--- config.mk ---
export PLATFORM = sky130hd
export DESIGN_NAME = link_bringup_seq
export DESIGN_NICKNAME = d
export VERILOG_FILES = /design/src/rtl/link_seq_pkg.sv /design/src/rtl/data_strobe_gen.sv /design/src/rtl/link_bringup_seq.sv
export SDC_FILE = /design/constraint.sdc
export NUM_CORES = 1
export LEC_CHECK = 0
export CELL_PAD_IN_SITES_DETAIL_PLACEMENT = 1
export CELL_PAD_IN_SITES_GLOBAL_PLACEMENT = 1
export CORE_UTILIZATION = 44
export DETAILED_ROUTE_END_ITERATION = 16
export PLACE_DENSITY = 0.77
export SYNTH_ARGS = -nofsm -noshare
export SYNTH_HDL_FRONTEND = slang
export SYNTH_SLANG_ARGS = --single-unit
export TNS_END_PERCENT = 5
--- constraint.sdc ---
create_clock -name clk -period 2.15 [get_ports clk]
set_input_delay 0.215 -clock clk [delete_from_list [all_inputs] [get_ports clk]]
set_output_delay 0.215 -clock clk [all_outputs]
set_load 0.05 [all_outputs]
--- src/rtl/link_seq_pkg.sv ---
// rtl/link_seq_pkg.sv - shared state encoding and default parameters for the link bring-up sequencer
package link_seq_pkg;

    typedef enum logic [2:0] {
        IDLE   = 3'd0,
        TX_RST = 3'd1,
        RX_RST = 3'd2,
        ACQ    = 3'd3,
        LINKED = 3'd4,
        FAIL   = 3'd5
    } state_t;

    localparam int DEF_RST_CYCLES   = 16;
    localparam int DEF_DATA_DIV     = 8;
    localparam int DEF_LOCK_HOLD    = 4;
    localparam int DEF_LOCK_TIMEOUT = 1024;
    localparam int DEF_MAX_RETRY    = 3;

endpackage

--- src/rtl/data_strobe_gen.sv ---
// rtl/data_strobe_gen.sv - free-running data strobe divider, parked at zero while hold is high
module data_strobe_gen #(
    parameter int DATA_DIV = 8
) (
    input  logic clk,
    input  logic rst,
    input  logic hold,
    output logic stb
);

    localparam int DW = (DATA_DIV > 2) ? $clog2(DATA_DIV) : 1;
    localparam logic [DW-1:0] LAST = DW'(DATA_DIV - 1);

    logic [DW-1:0] cnt;

    always_ff @(posedge clk or negedge rst) begin
        if (!rst) begin
            cnt <= '0;
            stb <= 1'b0;
        end else if (hold) begin
            cnt <= '0;
            stb <= 1'b0;
        end else begin
            stb <= (cnt == LAST);
            cnt <= (cnt == LAST) ? '0 : cnt + 1'b1;
        end
    end

endmodule

--- src/rtl/link_bringup_seq.sv ---
// rtl/link_bringup_seq.sv - orders tx/rx reset release, supervises rx lock with timeout and retry
// LINK_SEQ_RETRY_EN enables the retry counter; without it timeout and loss of lock go straight to FAIL.
module link_bringup_seq
    import link_seq_pkg::*;
#(
    parameter int RST_CYCLES   = DEF_RST_CYCLES,
    parameter int DATA_DIV     = DEF_DATA_DIV,
    parameter int LOCK_HOLD    = DEF_LOCK_HOLD,
    parameter int LOCK_TIMEOUT = DEF_LOCK_TIMEOUT,
    parameter int MAX_RETRY    = DEF_MAX_RETRY,
    parameter int RW           = $clog2(MAX_RETRY + 1)
) (
    input  logic          clk,
    input  logic          rst,
    input  logic          start,
    input  logic          abort,
    input  logic          rx_lock,
    output logic          tx_rst_o,
    output logic          rx_rst_o,
    output logic          data_stb_o,
    output logic          busy_o,
    output logic          linked_o,
    output logic          fail_o,
    output logic [RW-1:0] retry_cnt_o
);

    localparam int PW = $clog2(RST_CYCLES + 1);
    localparam int TW = $clog2(LOCK_TIMEOUT);
    localparam int HW = $clog2(LOCK_HOLD + 1);
    localparam logic [PW-1:0] PHASE_LAST = PW'(RST_CYCLES - 1);
    localparam logic [TW-1:0] TIMER_LAST = TW'(LOCK_TIMEOUT - 1);
    localparam logic [HW-1:0] HOLD_DONE  = HW'(LOCK_HOLD);

    state_t state, state_nxt, retry_target;

    logic [PW-1:0] phase_cnt;
    logic [TW-1:0] acq_timer;
    logic [HW-1:0] hold_cnt;
    logic          phase_done, lock_done, timeout;
    logic          tx_rst_d, rx_rst_d, busy_d, linked_d, fail_d;

    assign phase_done = (phase_cnt == PHASE_LAST);
    assign lock_done  = (hold_cnt == HOLD_DONE);
    assign timeout    = (acq_timer == TIMER_LAST);

`ifdef LINK_SEQ_RETRY_EN
    logic [RW-1:0] retry_cnt;
    logic          retry_evt;

    assign retry_evt    = ((state == ACQ) && !lock_done && timeout) ||
                          ((state == LINKED) && !rx_lock);
    assign retry_target = (retry_cnt < RW'(MAX_RETRY)) ? TX_RST : FAIL;

    always_ff @(posedge clk or negedge rst) begin
        if (!rst) begin
            retry_cnt <= '0;
        end else if (abort) begin
            retry_cnt <= '0;
        end else if (((state == IDLE) || (state == FAIL)) && start) begin
            retry_cnt <= '0;
        end else if (retry_evt && (retry_cnt < RW'(MAX_RETRY))) begin
            retry_cnt <= retry_cnt + 1'b1;
        end
    end

    assign retry_cnt_o = retry_cnt;
`else
    assign retry_target = FAIL;
    assign retry_cnt_o  = '0;
`endif

    always_ff @(posedge clk or negedge rst) begin
        if (!rst) begin
            state <= IDLE;
        end else begin
            state <= state_nxt;
        end
    end

    // Lock is checked before timeout so a coincident lock wins.
    always_comb begin
        state_nxt = state;
        if (abort) begin
            state_nxt = IDLE;
        end else begin
            case (state)
                IDLE:    if (start) state_nxt = TX_RST;
                TX_RST:  if (phase_done) state_nxt = RX_RST;
                RX_RST:  if (phase_done) state_nxt = ACQ;
                ACQ: begin
                    if (lock_done)    state_nxt = LINKED;
                    else if (timeout) state_nxt = retry_target;
                end
                LINKED:  if (!rx_lock) state_nxt = retry_target;
                FAIL:    if (start) state_nxt = TX_RST;
                default: state_nxt = IDLE;
            endcase
        end
    end

    always_comb begin
        tx_rst_d = (state_nxt == IDLE) || (state_nxt == TX_RST) || (state_nxt == FAIL);
        rx_rst_d = (state_nxt != ACQ) && (state_nxt != LINKED);
        busy_d   = (state_nxt == TX_RST) || (state_nxt == RX_RST) || (state_nxt == ACQ);
        linked_d = (state_nxt == LINKED);
        fail_d   = (state_nxt == FAIL);
    end

    always_ff @(posedge clk or negedge rst) begin
        if (!rst) begin
            tx_rst_o <= 1'b1;
            rx_rst_o <= 1'b1;
            busy_o   <= 1'b0;
            linked_o <= 1'b0;
            fail_o   <= 1'b0;
        end else begin
            tx_rst_o <= tx_rst_d;
            rx_rst_o <= rx_rst_d;
            busy_o   <= busy_d;
            linked_o <= linked_d;
            fail_o   <= fail_d;
        end
    end

    // Every counter restarts from zero whenever the state it belongs to is (re)entered.
    always_ff @(posedge clk or negedge rst) begin
        if (!rst) begin
            phase_cnt <= '0;
            acq_timer <= '0;
            hold_cnt  <= '0;
        end else begin
            phase_cnt <= ((state_nxt == state) && ((state == TX_RST) || (state == RX_RST)))
                         ? phase_cnt + 1'b1 : '0;
            acq_timer <= ((state_nxt == ACQ) && (state == ACQ)) ? acq_timer + 1'b1 : '0;
            hold_cnt  <= ((state_nxt == ACQ) && (state == ACQ) && rx_lock)
                         ? hold_cnt + 1'b1 : '0;
        end
    end

    data_strobe_gen #(
        .DATA_DIV (DATA_DIV)
    ) u_data_strobe_gen (
        .clk  (clk),
        .rst  (rst),
        .hold (tx_rst_o),
        .stb  (data_stb_o)
    );

endmodule

==> flow_summary.yaml, run 1 <==
clock_network:
  postCtsHoldBufs: 0
  clk_latency_ns: 0.32
  clock-sinks: 30
  numCtsBuffers: 5
  clockBufferDepth: 2
  cts_resized: 0
  htree_levels: 2
  cts_root_buf: "clkbuf_4"
  cts_tree: "yes"
  postCtsSetupRepairBufs: 0
  cts.clk_slew.worst_paths_ns: 0.08
worst_setup_path:
  worst-path-max-fanout: 5
  crit_required_ns: 2.41
  slowest_stage: "a311oi_2"
  worstPathCellList: "ha_1 > and3_1 > ha_1 > nor2_1 > a211oi_1 > a311oi_2 > mux2i_1"
  worstSetupEndpointType: "register"
  cp_top_family: "compound AO/OA/AOI/OAI gates"
  path_buf_inv: 0
  start_kind: "register"
  path_common_cell: "ha_1"
  worstSetupPathType: "register to register"
  crit_path_max_incr_delay_ns: 0.43
  critPathArrivalTime_ns: 2.22
sta:
  rsz0062_at_grt: "false"
  finalCriticalPeriod_ns: 1.96
  clock_skew_ns: 0.00431
  worst_pin_slew_ns: 0.527
  finalHoldViolCount: 0
  setup_violations: 0
  drv_slew: 0
  maxSlewHeadroom_pct: 64.5
  fin_ws_ns: 0.191
  tns_ns: 0
  fmax_mhz: 511
  final.period_utilization_pct: 91.1
final_layout:
  area_growth_pct: 11.0
  fin_nets: 158
  fill_cells: 354
  design_area_um2: 1600
  drive_gt1_share_pct: 9.59
  fin_util_pct: 52.0
  n_antenna_cell: 0
synth:
  syn-cell-area_um2: 1440
  ys.flop_type: "dfrtp_1"
  async_flop_share_pct: 100
  synth_seq_cells: 30
  ys_warn_count: 0
  yosysSeqAreaShare_pct: 52.3
  yosysUniqueCellTypes: 39
  synth_edf_count: 0
  syn_avg_cell_area_um2: 10.7
  synth.top_cell.area_share_pct: 48.7
  yosys.area.top_type: "dfrtp_1"
  synth_area_leaders: "dfrtp_1 (49%), ha_1 (6.1%), nor2_1 (4.4%)"
  syn-instance-count: 134
routing:
  drtIter0Drc: 17
  drtAntennaViolNets: 0
  drc: 0
  drt_wl_total_um: 2690
  post_drt_via_cell_ratio: 5.16
  wl_per_cell_um: 14.1
  dr.max_layer_used: "met4"
  route.met3.wl_um: 96
  dr_wl_met2_um: 1380
  wl_met1_um: 1170
  vias: 981
  drt_first_pass_iters: 2
floorplanning:
  die_area_um2: 3510
  start_util_pct: 46.8
  ios: 13
  core_um2: 3080
  fp.dieH_um: 59.2
  die_x_um: 59.2
  rows: 20
place:
  place_area_um2: 1550
  place_ws_ns: 0.175
  place.gp.congestion: 0.768
  numPortBuffers: 10
  dp_hpwl_um: 1990
outcome:
  outcome: "complete, no violations"
power:
  power_leakage_nw: 0.709
  switching_share_pct: 23.6
  internal-power_w: 0.000709
  power_switching_w: 0.000219
  seqPwrFrac_pct: 61.7
  power_density_nw_per_um2: 580
  p_clk_share_pct: 32.2
  p_comb_share_pct: 6.1
  ir_drop_mv: 0.351
global_route:
  grt_max_degree: 31
  antenna_found_initial: 0
  grt.total_usage_pct: 18.5
  grt_pass1_vias: 1033
  grt_pass1_wl_um: 4690
  gr-total-overflow: 0
flow_run:
  cap_viol_max_count: 0
min_path:
  hp-class: "input pin to async pin"
-- power by group through the flow --
stage	Combinational (W)	Sequential [W]	Clock, W
2_1_floorplan	0.0000313	0.000585	0
3_3_place_gp	0.0000569	0.000584	0
3_5_place_dp	0.0000579	0.000584	0
4_1_cts	0.0000580	0.000573	0.000313
5_1_grt	0.0000628	0.000574	0.000338
6_report	0.0000568	0.000573	0.000299
-- stage by stage --
stage	std cells	hold WS [ns]	power, W
floorplan	135	-0.0806	0.000617
global placement	183	0.427	0.000640
detailed placement	183	0.458	0.000642
CTS	190	0.279	0.000944
global route	190	0.289	0.000974
finish	190	0.270	0.000928
-- kinds of logic after synthesis --
group	count (synthesis)	synth area share [%]
AND/OR/NAND/NOR	51	18.5
adder cells (fa/ha/maj)	7	6.08
flip-flops	30	52.3
multiplexers	2	1.39
AO/OA/AOI/OAI	16	9.12
XOR/XNOR	10	6.08
other	1	0.260
buffers and inverters	17	6.25
-- cells in the mapped netlist (3+ instances only) --
cell	instances
a211oi_1	3
nor2_1	17
xor2_1	6
nand2_1	4
a21oi_1	3
ha_1	7
nor2b_1	5
nand3_1	5
dfrtp_1	28
inv_1	10
nor3_1	5
xnor2_1	4
-- cell type report --
type	instances	area, µm²	area share [%]
Timing Repair Buffer	11	108	6.73
Inverter	10	37.5	2.35
Clock buffer	7	45.0	2.82
Multi-Input combinational cell	88	601	37.6
Sequential cell	30	753	47.1
Tap cell	44	55.1	3.44
-- state kept, by name (all words and copies together), names as in the netlist --
signal	cells
busy_o	1
u_data_strobe_gen.cnt	3
state	3
acq_timer	10
fail_o	1
hold_cnt	3
u_data_strobe_gen.stb	1
rx_rst_o	1
phase_cnt	5
tx_rst_o	1
linked_o	1
-- final timing paths --
check                      slack [ns]  cells past startpoint    startpoint                        to
min reg2reg                      0.47                      1  phase_cnt[0]              phase_cnt[0]
max                              0.19                      7  phase_cnt[0]                  rx_rst_o
min                              0.27                      2           rst  u_data_strobe_gen.cnt[2]
max reg2reg                      0.19                      7  phase_cnt[0]                  rx_rst_o
max in group asynchronous        1.57                      2           rst                  tx_rst_o
min in group clk                 0.47                      1  phase_cnt[0]              phase_cnt[0]
-- per-layer routing --
layer | vias up | GRT usage, %
li1 | 468 | -
met1 | 495 | 22.5
met2 | 13 | 30.8
met3 | 5 | 5.90
met4 | 0 | 6.12
met5 | - | 0
-- cell usage in the layout (no fill, tap or decap), drive strengths merged, types with 2 or more instances in the layout --
cell type | netlist | final
and3 | 2 | 2
conb | 1 | 2
nand3 | 5 | 5
clkbuf | 1 | 7
nor2 | 17 | 17
dfrtp | 28 | 28
and4 | 2 | 2
a21oi | 4 | 4
and2 | 2 | 2
a211oi | 4 | 4
ha | 7 | 7
xor2 | 6 | 6
or2 | 2 | 2
nor2b | 5 | 5
inv | 10 | 10
clkdlybuf4s50 | 0 | 10
nor3 | 5 | 5
nand2b | 2 | 2
mux2i | 2 | 2
nand4 | 2 | 2
xnor2 | 4 | 4
nand2 | 4 | 4
dfstp | 2 | 2
(Power assumes the default switching activity.)
==> run 2, diff against run 1 <==
- CELL_PAD_IN_SITES_DETAIL_PLACEMENT: 1 -> unset
- CELL_PAD_IN_SITES_GLOBAL_PLACEMENT: 1 -> unset
- CORE_UTILIZATION: 44 -> 37
- HOLD_SLACK_MARGIN: unset -> 0.08
- PLACE_DENSITY: 0.77 -> 0.55
==> run 2 against run 1 <==
  * Setup slack got worse by 0.029 ns
  * Register-to-register slack got worse by 0.03 ns
  * First-iteration DRC count increased by 140%
  * Design area increased by 3.2%
  * Non-clock buffer count unchanged
  * Final cell count increased by 2.6%
  * Fmax decreased by 1.4%
  * Total power increased by 17%
  * Worst hold slack improved by 0.050 ns
  * Routed wire length decreased by 17%
  * Highest routed layer unchanged
==> flow_summary.yaml, run 2 (synthesis gave the netlist of run 1 again) <==
final_layout:
  final_cell_mix: "dfrtp_1 (28), nor2_1 (17), inv_1 (10), clkdlybuf4s50_1 (10), ha_1 (7)"
  n_antenna_cell: 0
  top_regs: "acq_timer (10), phase_cnt (5)"
  largest_register_ff_count: 10
  final_common_cell: "dfrtp_1"
  largest-register: "acq_timer"
  fin_util_pct: 44.7
  area_growth_pct: 14.6
  drive_gt1_share_pct: 10.9
  fin_nets: 158
sta:
  clock_skew_ns: 0.00589
  rsz0062_at_grt: "false"
  fmax_mhz: 503
  finalCriticalPeriod_ns: 1.99
  finalHoldViolCount: 0
  worst_pin_slew_ns: 0.564
  maxSlewHeadroom_pct: 62.0
  hold_ws_ns: 0.320
  drv_slew: 0
  setup_violations: 0
  tns_ns: 0
  final.period_utilization_pct: 92.4
place:
  dp_hpwl_um: 1580
  place.gp.congestion: 0.755
  numPortBuffers: 10
floorplanning:
  core_um2: 3690
  rows: 22
  die_x_um: 64.4
  ios: 13
  start_util_pct: 39.0
  fp.dieH_um: 64.4
  die_area_um2: 4150
worst_setup_path:
  worstPathCellList: "ha_1 > and3_1 > ha_1 > nor2_1 > a211oi_1 > a311oi_2 > mux2i_1"
  reg2reg_slack_ns: 0.16
  crit_start: "phase_cnt[0]"
  reg2reg_depth: 7
  start_kind: "register"
  worstSetupEndpointType: "register"
  worstSetupEndpoint: "rx_rst_o"
  crit_path_max_incr_delay_ns: 0.44
  path_buf_inv: 0
  slowest_stage: "a311oi_2"
  worst-path-stages: 7
  crit_required_ns: 2.35
  path_common_cell: "ha_1"
  critPathArrivalTime_ns: 2.19
  reg2reg_to: "rx_rst_o"
  worst-path-max-fanout: 5
  worstSetupPathType: "register to register"
  cp_top_family: "compound AO/OA/AOI/OAI gates"
  regToRegStartpoint: "phase_cnt[0]"
global_route:
  antenna_found_initial: 0
  grt_max_degree: 31
  grt_pass1_vias: 929
  met2_usage_pct: 19.6
  grt.total_usage_pct: 13.1
  met1_usage_pct: 16.4
  grt_pass1_wl_um: 4060
  use_met3_pct: 4.82
  gr-total-overflow: 0
  busiest_layer: "met2"
clock_network:
  cts.clk_slew.worst_paths_ns: 0.06
  postCtsHoldBufs: 0
  clockBufferDepth: 2
  clock-sinks: 30
  numCtsBuffers: 5
  cts_resized: 0
  clk_latency_ns: 0.28
  postCtsSetupRepairBufs: 0
  htree_levels: 2
  cts_root_buf: "clkbuf_8"
  cts_tree: "yes"
power:
  seqPwrFrac_pct: 53.0
  power_density_nw_per_um2: 655
  switching_share_pct: 21.9
  p_comb_share_pct: 5.2
  power_leakage_nw: 0.731
  internal-power_w: 0.000845
  ir_drop_mv: 0.474
  p_clk_share_pct: 41.7
  finalPower_w: 0.00108
  power_switching_w: 0.000237
routing:
  vias: 942
  drt_first_pass_iters: 4
  wl_per_cell_um: 11.4
  drt_wl_total_um: 2220
  drtIter0Drc: 41
  drtAntennaViolNets: 0
  post_drt_via_cell_ratio: 4.83
  drc: 0
min_path:
  hp-class: "input pin to async pin"
flow_run:
  cap_viol_max_count: 0
outcome:
  outcome: "complete, no violations"
## run 2: worst min-delay path by stage
stage,to,startpoint,slack (ns)
after floorplan,acq_timer[0],rst,-0.08
after global placement,u_data_strobe_gen.cnt[0],u_data_strobe_gen.cnt[0],0.43
after detailed placement,u_data_strobe_gen.cnt[0],u_data_strobe_gen.cnt[0],0.44
after CTS,u_data_strobe_gen.cnt[2],rst,0.33
after global routing,acq_timer[5],rst,0.36
final,u_data_strobe_gen.cnt[2],rst,0.32
## run 2: layout make-up
type	instances	area (µm²)
clock buffer	7	86.3
clock inverter	1	5.00
fill	368	2040
inverter	10	37.5
multi-input combinational	88	601
sequential	30	753
tap	48	60.1
timing repair buffer	11	108
## run 2: through the flow
stage | setup slack, ns | cell area [µm²] | instances
global route | 0.0121 | 1650 | 195
floorplan | 0.369 | 1440 | 135
finish | 0.163 | 1650 | 195
global placement | 0.261 | 1560 | 187
CTS | 0.156 | 1650 | 195
detailed placement | 0.162 | 1560 | 187
## run 2: power by group through the flow
stage	combinational (W)	sequential (W)	clock, W
global placement	0.0000572	0.000583	0
global route	0.0000637	0.000574	0.000490
floorplan	0.0000313	0.000585	0
CTS	0.0000580	0.000574	0.000473
detailed placement	0.0000581	0.000584	0
finish	0.0000567	0.000574	0.000451
## run 2: per-layer routing
layer  routed length (µm)  up-vias  share of wire, %
li1                     -      476                 -
met1                 1100      449                49
met2                 1010       13                45
met3                   88        4               4.0
met4                   32        0               1.4
met5                    0        -                 0
